<file path="src/rtl/clk_fwd_tx.sv">
// clk_fwd_tx: divided complementary clock pair with en_req/en_ack start/stop.
// Optional edge counter output enabled by defining CLK_FWD_EDGE_CNT_EN.
module clk_fwd_tx #(
    parameter int DIV_W = 8
) (
    input  logic             clk,
    input  logic             rst_n,
    input  logic             en_req,
    input  logic [DIV_W-1:0] div_half,
    output logic             en_ack,
    output logic             busy,
    output logic             out_p,
`ifdef CLK_FWD_EDGE_CNT_EN
    output logic [15:0]      edge_cnt,
`endif
    output logic             out_n
);

    localparam logic [DIV_W-1:0] ONE = {{(DIV_W-1){1'b0}}, 1'b1};

    typedef enum logic [1:0] {
        IDLE = 2'd0,
        RUN  = 2'd1,
        STOP = 2'd2
    } state_t;

    state_t           state_q, state_d;
    logic [DIV_W-1:0] cnt_q, cnt_d;
    logic [DIV_W-1:0] half_q, half_d;
    logic             out_p_q, out_p_d;
    logic             out_n_q;
    logic             en_ack_q, en_ack_d;
    logic             busy_q, busy_d;
    logic [DIV_W-1:0] last_cnt;
    logic             bnd;

    assign last_cnt = half_q - ONE;
    assign bnd      = (cnt_q == last_cnt);

    // Next-state: half-period counting and period-aligned start/stop
    always_comb begin
        state_d  = state_q;
        cnt_d    = cnt_q;
        half_d   = half_q;
        out_p_d  = out_p_q;
        en_ack_d = en_ack_q;
        busy_d   = busy_q;
        unique case (state_q)
            IDLE: begin
                out_p_d = 1'b0;
                if (en_req) begin
                    state_d  = RUN;
                    out_p_d  = 1'b1;
                    cnt_d    = '0;
                    half_d   = (div_half == '0) ? ONE : div_half;
                    en_ack_d = 1'b1;
                    busy_d   = 1'b0;
                end
            end
            RUN, STOP: begin
                if (bnd) begin
                    cnt_d   = '0;
                    out_p_d = ~out_p_q;
                end else begin
                    cnt_d = cnt_q + ONE;
                end
                if (state_q == RUN) begin
                    if (!en_req) begin
                        state_d = STOP;
                        busy_d  = 1'b1;
                    end
                end else if (en_req) begin
                    state_d = RUN;
                    busy_d  = 1'b0;
                end else if (bnd && !out_p_q) begin
                    // Rising boundary while draining: park low instead
                    state_d  = IDLE;
                    cnt_d    = '0;
                    out_p_d  = 1'b0;
                    en_ack_d = 1'b0;
                    busy_d   = 1'b0;
                end
            end
            default: begin
                state_d  = IDLE;
                cnt_d    = '0;
                out_p_d  = 1'b0;
                en_ack_d = 1'b0;
                busy_d   = 1'b0;
            end
        endcase
    end

`ifdef CLK_FWD_EDGE_CNT_EN
    logic [15:0] edge_cnt_q, edge_cnt_d;

    // Count registered rising edges of out_p, wrapping naturally
    always_comb begin
        edge_cnt_d = edge_cnt_q;
        if (out_p_d && !out_p_q) begin
            edge_cnt_d = edge_cnt_q + 16'd1;
        end
    end

    // Edge counter register, cleared only by reset
    always_ff @(posedge clk or negedge rst_n) begin
        if (!rst_n) begin
            edge_cnt_q <= '0;
        end else begin
            edge_cnt_q <= edge_cnt_d;
        end
    end

    assign edge_cnt = edge_cnt_q;
`endif

    // State and output registers; out_n loads the inverse of out_p's next value
    always_ff @(posedge clk or negedge rst_n) begin
        if (!rst_n) begin
            state_q  <= IDLE;
            cnt_q    <= '0;
            half_q   <= ONE;
            out_p_q  <= 1'b0;
            out_n_q  <= 1'b1;
            en_ack_q <= 1'b0;
            busy_q   <= 1'b0;
        end else begin
            state_q  <= state_d;
            cnt_q    <= cnt_d;
            half_q   <= half_d;
            out_p_q  <= out_p_d;
            out_n_q  <= ~out_p_d;
            en_ack_q <= en_ack_d;
            busy_q   <= busy_d;
        end
    end

    assign out_p  = out_p_q;
    assign out_n  = out_n_q;
    assign en_ack = en_ack_q;
    assign busy   = busy_q;

endmodule

</file>
<file path="config.mk">
export PLATFORM = sky130hd
export DESIGN_NAME = clk_fwd_tx
export DESIGN_NICKNAME = d
export VERILOG_FILES = /design/src/rtl/clk_fwd_tx.sv
export SDC_FILE = /design/constraint.sdc
export NUM_CORES = 1
export LEC_CHECK = 0
export ABC_AREA = 1
export BUFFER_PORTS_ARGS = -buffer_cell sky130_fd_sc_hd__buf_2
export CORE_UTILIZATION = 50
export DETAILED_ROUTE_END_ITERATION = 10
export GPL_TIMING_DRIVEN = 1
export HOLD_SLACK_MARGIN = 0.08
export PLACE_DENSITY = 0.77
export SYNTH_ARGS = -nofsm -noshare
export SYNTH_HDL_FRONTEND = slang
export SYNTH_SLANG_ARGS = --single-unit
</file>
<file path="constraint.sdc">
create_clock -name clk -period 6.7 [get_ports clk]
set_input_delay 0.67 -clock clk [delete_from_list [all_inputs] [get_ports clk]]
set_output_delay 0.67 -clock clk [all_outputs]
set_load 0.01 [all_outputs]
</file>
Word-level counts from Yosys, hierarchy flattened
Cells that the tools add are included.

operators by class
  add/sub/neg operators = 2
  reductions and logical operators = 8
  bitwise logic cells = 2
  equality and inequality tests = 9
  muxes and demuxes = 29

operators with widths
  kind                                              number
  2-to-1 mux 8 bit                                  6
  case mux 8 bit (2 select lines)                   1
  2-to-1 mux 1 bit                                  13
  2-to-1 mux 2 bit                                  5
  adder 8 x 1 -> 8 bit, second input constant       1
  == test 8 bit                                     1
  logical NOT 8 bit                                 1
  != test 2 bit, second input constant              4
  subtractor 8 x 1 -> 8 bit, second input constant  1
  case mux 1 bit (2 select lines)                   3
  != test 4 bit, second input constant              1
  case mux 2 bit (2 select lines)                   1
  AND reduction 4 bit                               1
  != test 3 bit, second input constant              1
  AND reduction 3 bit                               1
  == test 2 x 1 -> 1 bit, second input constant     1
  == test 2 bit, second input constant              1
  logical NOT 2 bit                                 1
  inverter 1 bit                                    2
  AND reduction 2 bit                               1
  OR reduction 2 bit                                1
  logical AND 1 bit                                 1
  logical NOT 1 bit                                 1

word-level totals
  output and inout port bits = 4
  input bits = 11
  logic and storage cells = 57
  bits in registers = 22

Logic depth before layout (Yosys ltp)
  depth in word-level cells = 8
  mapped depth = 18

Worst setup path after synthesis
Ideal clock, no wire load.

  path kind = register -> register
  start point = register half_q[0]
  end point = register cnt_q[3]
  clock period less this slack = 2,331 ps
  slack = 4,369 ps
  data required time = 6,583 ps
  library setup time = 117 ps
  stages on the path, launching flop included = 19
  arrival time = 2,214 ps
  path through = dfstp_2 > inv_2 > ha_1 > inv_1 > nand2_1 > nand2_1 > nor2_1 > nand3_1 > nor2_2 > nand3_4 > inv_1 > ha_1 > inv_1 > nor3_1 > nor3_2 > inv_1 > nor3b_1 > nand2_1 > nand2_1

on the way
  word-level cells in the longest chain between the ends = 7

RTL lines
  item                                                   line    text
  start, declared                                        29      logic [DIV_W-1:0] half_q, half_d;
  start signal, assigned                                 130     half_q <= half_d;
  subtractor 8 x 1 -> 8 bit (*)                          37      assign last_cnt = half_q - ONE;
  == test 8 bit (*)                                      38      assign bnd = (cnt_q == last_cnt);
  2-to-1 mux 8 bit or logical AND 1 bit (tied branches)  61, 75
  2-to-1 mux 8 bit                                       75      end else if (bnd && !out_p_q) begin
  2-to-1 mux 8 bit                                       72      end else if (en_req) begin
  2-to-1 mux 8 bit (*)                                   67      if (state_q == RUN) begin
  case mux 8 bit (2 select lines) (*)                    48      unique case (state_q)
  end signal, assigned                                   129     cnt_q <= cnt_d;
  end, declared                                          28      logic [DIV_W-1:0] cnt_q, cnt_d;

Mark *: on every way between the ends. The rest lies on a longest branch, timed or not.
A chain may end at the register's enable or synchronous reset.

Worst setup path after layout
  start point = register half_q[0]
  end point = register cnt_q[6]

The elaborated chain is that of the path after synthesis.

==> report_table.html <==
<table>
<tr><th>Metric</th><th>Value</th></tr>
<tr><th colspan="2">Die</th></tr>
<tr><td>Initial cell density of the core</td><td>53.0%</td></tr>
<tr><td>Chip width</td><td>56.1 um</td></tr>
<tr><td>Core Region</td><td>2760 um^2</td></tr>
<tr><td>Placement row count</td><td>19</td></tr>
<tr><td>Die H</td><td>56.1 um</td></tr>
<tr><td>Die ar.</td><td>between 3000 and 4000 um^2</td></tr>
<tr><td>Boundary pin count</td><td>15</td></tr>
<tr><th colspan="2">Detailed routing</th></tr>
<tr><td>Iteration-0 DRC count of the detailed router</td><td>42</td></tr>
<tr><td>Total wire length</td><td>around 2600 um</td></tr>
<tr><td>Via/cell ratio</td><td>around 4.9</td></tr>
<tr><td>Detailed-route DRC error count</td><td>0</td></tr>
<tr><td>Count of antenna-violating nets left after detailed routing</td><td>0</td></tr>
<tr><td>Routed length per instance</td><td>10.3 um</td></tr>
<tr><td>Routed vias</td><td>1266</td></tr>
<tr><td>Number of detailed-route iterations in the first pass</td><td>4</td></tr>
<tr><th colspan="2">GRT</th></tr>
<tr><td>Global-route wire length before repair</td><td>~4800 um</td></tr>
<tr><td>Overall fraction of global-route tracks in use</td><td>19.1%</td></tr>
<tr><td>Total congestion overflow after global routing</td><td>0</td></tr>
<tr><td>Via count of the first global-routing pass</td><td>1113</td></tr>
<tr><td>Antenna violations before repair</td><td>0</td></tr>
<tr><td>Pin count of the biggest net entering global routing</td><td>22</td></tr>
<tr><th colspan="2">Worst setup path</th></tr>
<tr><td>Master of the slowest instance on the critical path</td><td>dfstp_2</td></tr>
<tr><td>Crit path DAT</td><td>2.81 ns</td></tr>
<tr><td>Required time of the critical path</td><td>between 6 and 7 ns</td></tr>
<tr><td>Critical path buffer and inverter count</td><td>5</td></tr>
<tr><td>Cells along the critical path</td><td>inv_2 -&gt; ha_1 -&gt; inv_1 -&gt; nand2_1 -&gt; nand2_1 -&gt; nor2_1 -&gt; nand3_1 -&gt; nor2_2 -&gt; nand3_4 -&gt; inv_1 -&gt; ha_1 -&gt; inv_1 -&gt; nor3_1 -&gt; nor3_2 -&gt; inv_1 -&gt; nor2_1 -&gt; nand2_1 -&gt; nand2_1</td></tr>
<tr><td>Startpoint kind of the worst setup timing path</td><td>register</td></tr>
<tr><td>Worst stage delay on the critical path</td><td>approximately 0.56 ns</td></tr>
<tr><td>Launch point of the critical path</td><td>half_q[0]</td></tr>
<tr><td>Kind of end point of the critical path</td><td>register</td></tr>
<tr><td>Largest delay contributor family on the critical path</td><td>simple AND/OR/NAND/NOR gates</td></tr>
<tr><td>Reg-to-Reg Start</td><td>half_q[0]</td></tr>
<tr><td>Worst-path maximum fanout</td><td>10</td></tr>
<tr><td>Startpoint-to-endpoint class of the critical path</td><td>register to register</td></tr>
<tr><th colspan="2">STA</th></tr>
<tr><td>Slew headroom</td><td>67.8%</td></tr>
<tr><td>Period Utilization, post-route</td><td>roughly two fifths</td></tr>
<tr><td>Final hold violation count</td><td>0</td></tr>
<tr><td>Slew Limit Fails</td><td>0</td></tr>
<tr><td>Maximum clock frequency</td><td>between 300 and 400 MHz</td></tr>
<tr><td>Final setup violating endpoints</td><td>0</td></tr>
<tr><td>Final worst path period need</td><td>2.61 ns</td></tr>
<tr><td>Worst Max-Slew Pin Slew</td><td>0.482 ns</td></tr>
<tr><td>Unrepaired setup endpoints after global routing</td><td>false</td></tr>
<tr><td>Setup TNS</td><td>0 ns</td></tr>
<tr><td>Final worst clock skew</td><td>roughly 0.00085 ns</td></tr>
<tr><th colspan="2">Clocking</th></tr>
<tr><td>CTS tree</td><td>yes</td></tr>
<tr><td>Count of clock tree sinks</td><td>21</td></tr>
<tr><td>Total CTS buffers</td><td>3</td></tr>
<tr><td>CTS Root Cell</td><td>clkbuf_4</td></tr>
<tr><td>Post-CTS Repair Setup Buffers</td><td>0</td></tr>
<tr><td>Clk_lat worst skew</td><td>0.29 ns</td></tr>
<tr><td>Maximum root-to-sink buffer count</td><td>2</td></tr>
<tr><td>Total of cells resized after clock tree synthesis</td><td>0</td></tr>
<tr><td>Hold_buf cts</td><td>0</td></tr>
<tr><td>H-tree levels</td><td>1</td></tr>
<tr><td>Clock transition time at the flip-flop clock pins of the worst setup and hold paths</td><td>between 0.1 and 0.15 ns</td></tr>
<tr><th colspan="2">Power and ir drop</th></tr>
<tr><td>Power density over the cells</td><td>about 400 nW/um^2</td></tr>
<tr><td>Cell leakage power</td><td>0.860 nW</td></tr>
<tr><td>Maximum vdd ir drop</td><td>0.283 mV</td></tr>
<tr><td>Final total power</td><td>626 uW</td></tr>
<tr><th colspan="2">Synth</th></tr>
<tr><td>Synthesized area</td><td>1460 um^2</td></tr>
<tr><td>Gate Count Post-Synth</td><td>212</td></tr>
<tr><td>Proportion of netlist area held by the largest area contributor</td><td>approximately a third</td></tr>
<tr><td>Top post-synthesis cells by area</td><td>dfrtp_1, nand2_1, inv_1</td></tr>
<tr><td>Library cell occupying the most area in the post-synthesis netlist</td><td>dfrtp_1</td></tr>
<tr><td>Mean instance size in the synthesized netlist</td><td>between 6 and 7 um^2</td></tr>
<tr><td>Total nets after synthesis</td><td>230</td></tr>
<tr><td>Register bit total from synthesis</td><td>21</td></tr>
<tr><td>Warning count from the yosys run</td><td>0</td></tr>
<tr><td>Post-synthesis sequential area ratio</td><td>36.1%</td></tr>
<tr><td>Cell variety after synth</td><td>26</td></tr>
<tr><th colspan="2">Outcome</th></tr>
<tr><td>Result of the run</td><td>complete, no violations</td></tr>
<tr><th colspan="2">Finish</th></tr>
<tr><td>Layout cells sized above 1</td><td>12.8%</td></tr>
<tr><td>Most common library cell in the layout ignoring fill and taps</td><td>nand2_1</td></tr>
<tr><td>Number of inserted filler cells in the final layout</td><td>274</td></tr>
<tr><td>Number of nets in the final layout</td><td>between 200 and 250</td></tr>
<tr><td>Area added between synthesis and finish</td><td>7.79%</td></tr>
<tr><td>Commonest cells after routing, fill and taps aside</td><td>nand2_1, inv_1, dfrtp_1</td></tr>
<tr><td>Final antenna diode count</td><td>0</td></tr>
<tr><th colspan="2">Job</th></tr>
<tr><td>Reported max-cap violation count</td><td>0</td></tr>
<tr><th colspan="2">Min path</th></tr>
<tr><td>Class of the worst hold path</td><td>primary input to asynchronous set/reset pin</td></tr>
<tr><th colspan="2">Placed design</th></tr>
<tr><td>GP Congestion</td><td>around 0.79</td></tr>
<tr><td>Detailed Place HPWL</td><td>2020 um</td></tr>
<tr><td>Count of port buffers added during placement</td><td>14</td></tr>
</table>
sequential cells by signal, indices dropped and copies added (netlist names):
register and count:
cnt_q 8, half_q 8, busy 1, en_ack 1
out_n 1, out_p 1, state_q 1
worst paths after layout:
path / endpoint / slack, ns / cells after the start
max in group asynchronous: out_n / 6.04 / 1
worst max-delay path: cnt_q[6] / 4.09 / 18
worst max register to register: cnt_q[6] / 4.09 / 18
worst min-delay path: cnt_q[1] / 0.31 / 1
worst min register to register: en_ack / 0.51 / 2
min in group clk: en_ack / 0.51 / 2
metal layers:
| layer | wire length (um) | vias up | track usage [%] |
|---|---|---|---|
| li1 | - | 681 | - |
| met1 | 1370 | 562 | 26.6 |
| met2 | 1190 | 21 | 30.4 |
| met3 | 62 | 2 | 2.79 |
| met4 | 17 | 0 | 6.27 |
| met5 | 0 | - | 0 |
cell usage after synthesis:
cell / n
ha_1: 7
nor3_1: 2
clkbuf_2: 1
nand2_1: 70
nor2_2: 5
buf_2: 1
inv_1: 34
o21ai_1: 1
dfstp_2: 2
clkbuf_1: 1
dfrtp_1: 19
nand3_1: 14
nand3_4: 1
xnor2_1: 4
inv_2: 1
nor2_4: 1
nor2_1: 17
o21ai_0: 12
nor3_2: 1
buf_4: 1
xor2_1: 5
nor3b_1: 2
nand2_2: 1
nand4_1: 2
o311ai_0: 1
a21oi_1: 6
cells by family after synthesis:
group,after synthesis,share of synthesized area [%]
AOI/OAI and AO/OA,20,7.11
buffers and inverters,39,10.4
adders and majority gates,7,5.99
DFF,21,36.1
xor gates and xnor gates,9,5.39
and+or+nand+nor,116,34.9
final cells by class:
type / count / area, um^2 / area share, %
well taps: 31 / 38.8 / 2.46
multi-input cells: 152 / 781 / 49.6
flip-flops and latches: 21 / 528 / 33.5
repair buffers: 14 / 70.1 / 4.45
clock buffers: 4 / 26.3 / 1.67
inverters: 35 / 131 / 8.34
power by group:
group          internal [mW]  leakage, nW  switching [mW]  total, mW
Clock                 0.0232       0.0150          0.0355     0.0586
Sequential             0.176        0.268          0.0526      0.228
Combinational          0.128        0.578           0.211      0.339
Total                  0.327        0.860           0.299      0.626
worst register-to-register path, stage by stage (launching register included):
cell and delay, ns:
dfstp_2 0.56, inv_2 0.07, ha_1 0.31, inv_1 0.04, nand2_1 0.04, nand2_1 0.04, nor2_1 0.10, nand3_1 0.09
nor2_2 0.13, nand3_4 0.14, inv_1 0.09, ha_1 0.15, inv_1 0.05, nor3_1 0.24, nor3_2 0.09, inv_1 0.16
nor2_1 0.08, nand2_1 0.07, nand2_1 0.05
stage by stage:
step | hold slack [ns] | util [%] | setup WS (ns) | area [um^2] | std cells
floorplan | 0.374 | - | 4.37 | 1460 | 212
global placement | 0.463 | 56.2 | 4.16 | 1550 | 253
detailed placement | 0.487 | 56.2 | 4.10 | 1550 | 253
CTS | 0.320 | 57.1 | 4.07 | 1580 | 257
global route | 0.340 | 57.1 | 3.74 | 1580 | 257
finish | 0.312 | 57.1 | 4.09 | 1580 | 257
Power figures use the tool's default switching activity.
